===== src/rtl/button_encoder.sv =====
// Colour-button front end: sync, debounce, single-press encode.
// Chords lock out until full release; ANY_PRESS ignores ENABLE.
module button_encoder #(
  parameter int DEBOUNCE_CYCLES = 50000,
  parameter int CNT_W           = 16
) (
  input  logic       CLK,
  input  logic       RST_N,
  input  logic [3:0] BTN,
  input  logic       ENABLE,
  output logic [1:0] IN,
  output logic       IN_VALID,
  output logic       HELD,
  output logic       ANY_PRESS
);

  typedef enum logic [1:0] {
    IDLE,
    PRESSED,
    LOCKOUT
  } state_t;

  localparam logic [CNT_W-1:0] CNT_MAX =
    CNT_W'(DEBOUNCE_CYCLES - 1);

  logic [3:0]       sync1_q;
  logic [3:0]       sync_q;
  logic [3:0]       deb_q, deb_d;
  logic [3:0]       prev_q;
  logic [CNT_W-1:0] cnt_q [4];
  logic [CNT_W-1:0] cnt_d [4];
  state_t           state_q, state_d;
  logic [1:0]       in_q, in_d;
  logic             in_valid_q, in_valid_d;
  logic             held_q, held_d;
  logic             any_press_q, any_press_d;
  logic [2:0]       n;
  logic [1:0]       idx;

  always_comb begin
    for (int k = 0; k < 4; k++) begin
      cnt_d[k] = cnt_q[k];
      deb_d[k] = deb_q[k];
      if (sync_q[k] == deb_q[k]) begin
        cnt_d[k] = '0;
      end else if (cnt_q[k] == CNT_MAX) begin
        deb_d[k] = sync_q[k];
        cnt_d[k] = '0;
      end else begin
        cnt_d[k] = cnt_q[k] + 1'b1;
      end
    end
  end

  assign n = {2'b0, deb_q[0]} + {2'b0, deb_q[1]}
           + {2'b0, deb_q[2]} + {2'b0, deb_q[3]};

  always_comb begin
    state_d     = state_q;
    in_d        = in_q;
    in_valid_d  = 1'b0;
    held_d      = held_q;
    idx         = 2'd0;
    any_press_d = (|deb_q) & ~(|prev_q);
    unique case (state_q)
      IDLE: begin
        if (n == 3'd1 && ENABLE) begin
          // idx decode only runs with exactly one bit set
          unique case (1'b1)
            deb_q[0]: idx = 2'd0;
            deb_q[1]: idx = 2'd1;
            deb_q[2]: idx = 2'd2;
            deb_q[3]: idx = 2'd3;
            default:  idx = 2'd0;
          endcase
          in_d       = idx;
          in_valid_d = 1'b1;
          held_d     = 1'b1;
          state_d    = PRESSED;
        end else if (n != 3'd0) begin
          state_d = LOCKOUT;
        end
      end
      PRESSED: begin
        held_d = 1'b1;
        if (n == 3'd0) begin
          held_d  = 1'b0;
          state_d = IDLE;
        end
      end
      LOCKOUT: begin
        if (n == 3'd0) state_d = IDLE;
      end
      default: state_d = IDLE;
    endcase
  end

  always_ff @(posedge CLK or negedge RST_N) begin
    if (!RST_N) begin
      sync1_q     <= '0;
      sync_q      <= '0;
      deb_q       <= '0;
      prev_q      <= '0;
      for (int k = 0; k < 4; k++) cnt_q[k] <= '0;
      state_q     <= IDLE;
      in_q        <= '0;
      in_valid_q  <= 1'b0;
      held_q      <= 1'b0;
      any_press_q <= 1'b0;
    end else begin
      sync1_q     <= BTN;
      sync_q      <= sync1_q;
      deb_q       <= deb_d;
      prev_q      <= deb_q;
      for (int k = 0; k < 4; k++) cnt_q[k] <= cnt_d[k];
      state_q     <= state_d;
      in_q        <= in_d;
      in_valid_q  <= in_valid_d;
      held_q      <= held_d;
      any_press_q <= any_press_d;
    end
  end

  assign IN        = in_q;
  assign IN_VALID  = in_valid_q;
  assign HELD      = held_q;
  assign ANY_PRESS = any_press_q;

endmodule

===== config.mk =====
export PLATFORM = sky130hd
export DESIGN_NAME = button_encoder
export DESIGN_NICKNAME = d
export VERILOG_FILES = /design/src/rtl/button_encoder.sv
export SDC_FILE = /design/constraint.sdc
export NUM_CORES = 1
export LEC_CHECK = 0
export BUFFER_PORTS_ARGS = -buffer_cell sky130_fd_sc_hd__buf_4
export CAP_MARGIN = 25
export CELL_PAD_IN_SITES_DETAIL_PLACEMENT = 0
export CELL_PAD_IN_SITES_GLOBAL_PLACEMENT = 2
export CORE_MARGIN = 3
export CORE_UTILIZATION = 30
export CTS_BUF_LIST = sky130_fd_sc_hd__clkbuf_4 sky130_fd_sc_hd__clkbuf_8
export DETAILED_ROUTE_END_ITERATION = 16
export MAX_ROUTING_LAYER = met4
export PLACE_DENSITY = 0.66
export SYNTH_ARGS = -nofsm -noshare
export SYNTH_HDL_FRONTEND = slang
export SYNTH_SLANG_ARGS = --single-unit

===== constraint.sdc =====
create_clock -name CLK -period 2.7 [get_ports CLK]
set_input_delay 0.54 -clock CLK [delete_from_list [all_inputs] [get_ports CLK]]
set_output_delay 0.54 -clock CLK [all_outputs]
set_load 0.005 [all_outputs]

==> summary.txt <==
Critical path
  – Critical path endpoint category: flop
  – Crit-path leading delay family: adder cells
  – CP Max Fanout: 4
  – Worst R2R End: IN[0]$_DFFE_PN0P_
  – CP max-delay cell: fa_1
  – Startpoint class of the critical path: flop
  – Worst R2R Setup Slack: roughly 0.25 ns
  – CP bufs+invs: 3
  – Crit Path Category: flop to flop
  – CP required: roughly 3.0 ns
  – Crit path cell chain: inv_1 > fa_1 > inv_1 > ha_1 > ha_1 > nor3_1 > buf_4 > a21oi_1 > a31oi_1
  – R2R cell count: 9
  – RR Startpoint: deb_q[0]$_DFFE_PN0P_
  – Instance count on the critical path: 9
  – Max stage delay on crit path: between 0.5 and 0.6 ns
  – Crit path DAT: around 2.7 ns

Yosys
  – Post-synth cell types: 37
  – Post-Synthesis Cells: approximately 380
  – Syn Area/Cell: 10.5 um^2
  – Post-synthesis async set-or-reset flop share: between 90% and 100%
  – Synth top area cells: dfrtp_1 (54%), xnor2_1 (9.6%), nor2_1 (6.6%)
  – Post-synth EDFFs: 0
  – Primary FF master, synth: dfrtp_1
  – Sequential fraction of the synthesis area: ~54%
  – Synthesis-stage register bit count: 87
  – Post-synth top area share: a little over half
  – Synthesized area: 0.00401 mm^2
  – Yosys warnings: 0
  – Top cell type by total area after synthesis: dfrtp_1
  – Syn Nets: between 300 and 400

STA
  – Final setup viols: 0
  – Worst Tran Pin Value: roughly 0.55 ns
  – Slew Limit Fails: 0
  – Final Hold Vio Count: 0
  – Tcrit/Tclk final: roughly 90%
  – Period minus WS final: ~2.5 ns
  – Setup Skew: ~0.0076 ns
  – Unrepaired setup endpoints after global routing: false
  – Worst relative slew slack: about 63%
  – Final TNS setup: 0 ns
  – FMAX: 408 MHz

Placed design
  – Post-DP Area: approximately 0.0043 mm^2
  – RD Place Congestion: about 0.74
  – Final HPWL DP: between 5000 and 6000 um
  – IO Port Bufs: 11

GRT
  – Global-route wire length before repair: 14200 um
  – Vias in the first global route: 2804
  – Total GRT Usage: between 10% and 20%
  – Largest net degree at the start of global routing: 37
  – Total congestion overflow: 0
  – Antenna violations before repair: 0

Clock network
  – Root Buffer: clkbuf_8
  – Clk Latency, worst-skew pair: 0.36 ns
  – H-tree depth: 3
  – Clock Sinks: slightly below 90
  – Post-CTS sizing: 0
  – Clk pin slew, worst setup/hold paths: 0.09 ns
  – CTS tree: done
  – CTS buffer count: 9
  – # Post-CTS Setup Buffers: 0
  – CTS Hold Bufs: 0
  – Clock Path Buffers: 2

Detailed routing
  – Final WL: about 8000 um
  – Vias per cell: roughly 4.6
  – DR iter-0 viols: roughly 140
  – Routed length per instance: ~14 um
  – DRT Pass-1 Iters: 6
  – ANT nets after route: 0
  – Via count: approximately 2700
  – # DRC: 0

Final layout
  – Antenna cells: 0
  – Share of cells above drive strength 1: just under 10%
  – Layout area overhead: 12.1%
  – Cell area after layout: 0.00450 mm^2
  – Final nets: roughly 420
  – Fillcell total: approximately 1300

Floorplan
  – Die Wd: approximately 120 um
  – Die area: between 0.01 and 0.015 mm^2
  – Cell row count: 41
  – Starting Density: between 30% and 40%
  – Io pins: 12
  – Die height: 122 um
  – Core Area: around 0.013 mm^2

Status
  – Status: finished clean

Job
  – # Max-Cap Violations: 0

Power and ir drop
  – Pwr/cell area: between 500 and 600 mW/mm^2
  – Pleak: around 1.9 nW
  – Worst VDD drop: ~180 uV

Hold path
  – Tightest Hold Check Type: input pin to async pin
## cells by family after synthesis
family	count (synthesis)	synth area share, %
DFF	87	54.3
AOI/OAI and AO/OA	18	3.24
adders and majority gates	10	3.31
muxes	4	1.12
and+or+nand+nor	180	23.0
buffers and inverters	26	2.65
xor gates and xnor gates	57	12.4
## synthesized netlist by cell type (7+ instances only)
cell type  count
dfrtp_1       87
nor2_1        71
xnor2_1       44
inv_1         22
nand3_1       22
nor4_1        17
nand4_1       16
nand2_1       15
nor3_1        14
xor2_1        13
ha_1           9
a21oi_1        8
and3_1         7
## cells in the final DEF (no fill, tap or decap), types with 2 or more instances in the layout
| master | count |
|---|---|
| dfrtp_1 | 87 |
| nor2_1 | 71 |
| xnor2_1 | 44 |
| nand3_1 | 22 |
| inv_1 | 22 |
| nor4_1 | 17 |
| nand4_1 | 16 |
| buf_4 | 16 |
| nand2_1 | 15 |
| nor3_1 | 14 |
| xor2_1 | 13 |
| clkbuf_8 | 10 |
| ha_1 | 9 |
| a21oi_1 | 8 |
| and3_1 | 7 |
| nor4bb_1 | 5 |
| mux2_2 | 4 |
| clkbuf_4 | 4 |
| o21ai_0 | 3 |
| nor4b_1 | 2 |
| and2_1 | 2 |
| or4_1 | 2 |
## power by group
group          switching [mW]  leakage [nW]  internal [mW]
registers              0.0173          1.18           1.32
clock network           0.447        0.0942          0.396
logic                  0.0541         0.586         0.0248
total                   0.518          1.86           1.74
## area by class of cell
cell class / instances / area [um^2] / area share [%]
clock buffers: 14 / 168 / 3.73
clock inverters: 1 / 5.00 / 0.111
inverters: 22 / 82.6 / 1.84
multi-input cells: 269 / 1730 / 38.5
flip-flops and latches: 87 / 2180 / 48.4
well taps: 172 / 215 / 4.79
repair buffers: 16 / 120 / 2.67
## flip-flops by register name (all words and copies together) (netlist names)
name / count
sync1_q: 4
cnt_q: 64
sync_q: 4
prev_q: 4
IN_VALID: 1
IN: 2
state_q: 2
deb_q: 4
HELD: 1
ANY_PRESS: 1
## metrics by stage
| step | std cells | power [mW] | worst slack (ns) | hold WS, ns | util [%] |
|---|---|---|---|---|---|
| after floorplan | 382 | 1.40 | 0.489 | 0.244 | - |
| after CTS | 581 | 2.31 | 0.204 | 0.132 | 35.1 |
| final | 581 | 2.26 | 0.249 | 0.114 | 35.1 |
| after global routing | 581 | 2.38 | 0.00122 | 0.137 | 35.1 |
| after global placement | 566 | 1.45 | 0.320 | 0.332 | 33.7 |
| after detailed placement | 566 | 1.45 | 0.272 | 0.336 | 33.7 |
## worst reg2reg max path, delay by kind of cell, from the launching register on
kind,cells,cell delay (ns)
AND/OR/NAND/NOR,1,0.40
adder cells (fa/ha/maj),3,1.02
buffers and inverters,3,0.33
flip-flops,1,0.40
AO/OA/AOI/OAI,2,0.22
## routing by layer
metal,GRT usage (%),up-vias,wire length (um)
li1,-,1355,-
met1,17.3,1306,4120
met4,6.02,0,177
met3,2.55,11,177
met2,17.4,21,3540
met5,-,-,0
## worst max-delay path by stage
stage               slack (ns)                end                 start
floorplan                 0.49  IN[0]$_DFFE_PN0P_  deb_q[0]$_DFFE_PN0P_
global placement          0.32  IN[0]$_DFFE_PN0P_  deb_q[0]$_DFFE_PN0P_
detailed placement        0.27  IN[0]$_DFFE_PN0P_  deb_q[0]$_DFFE_PN0P_
CTS                       0.20  IN[0]$_DFFE_PN0P_  deb_q[0]$_DFFE_PN0P_
global route             0.001  IN[0]$_DFFE_PN0P_  deb_q[0]$_DFFE_PN0P_
finish                    0.25  IN[0]$_DFFE_PN0P_  deb_q[0]$_DFFE_PN0P_
Note: power is estimated with default switching activity, not from simulation.
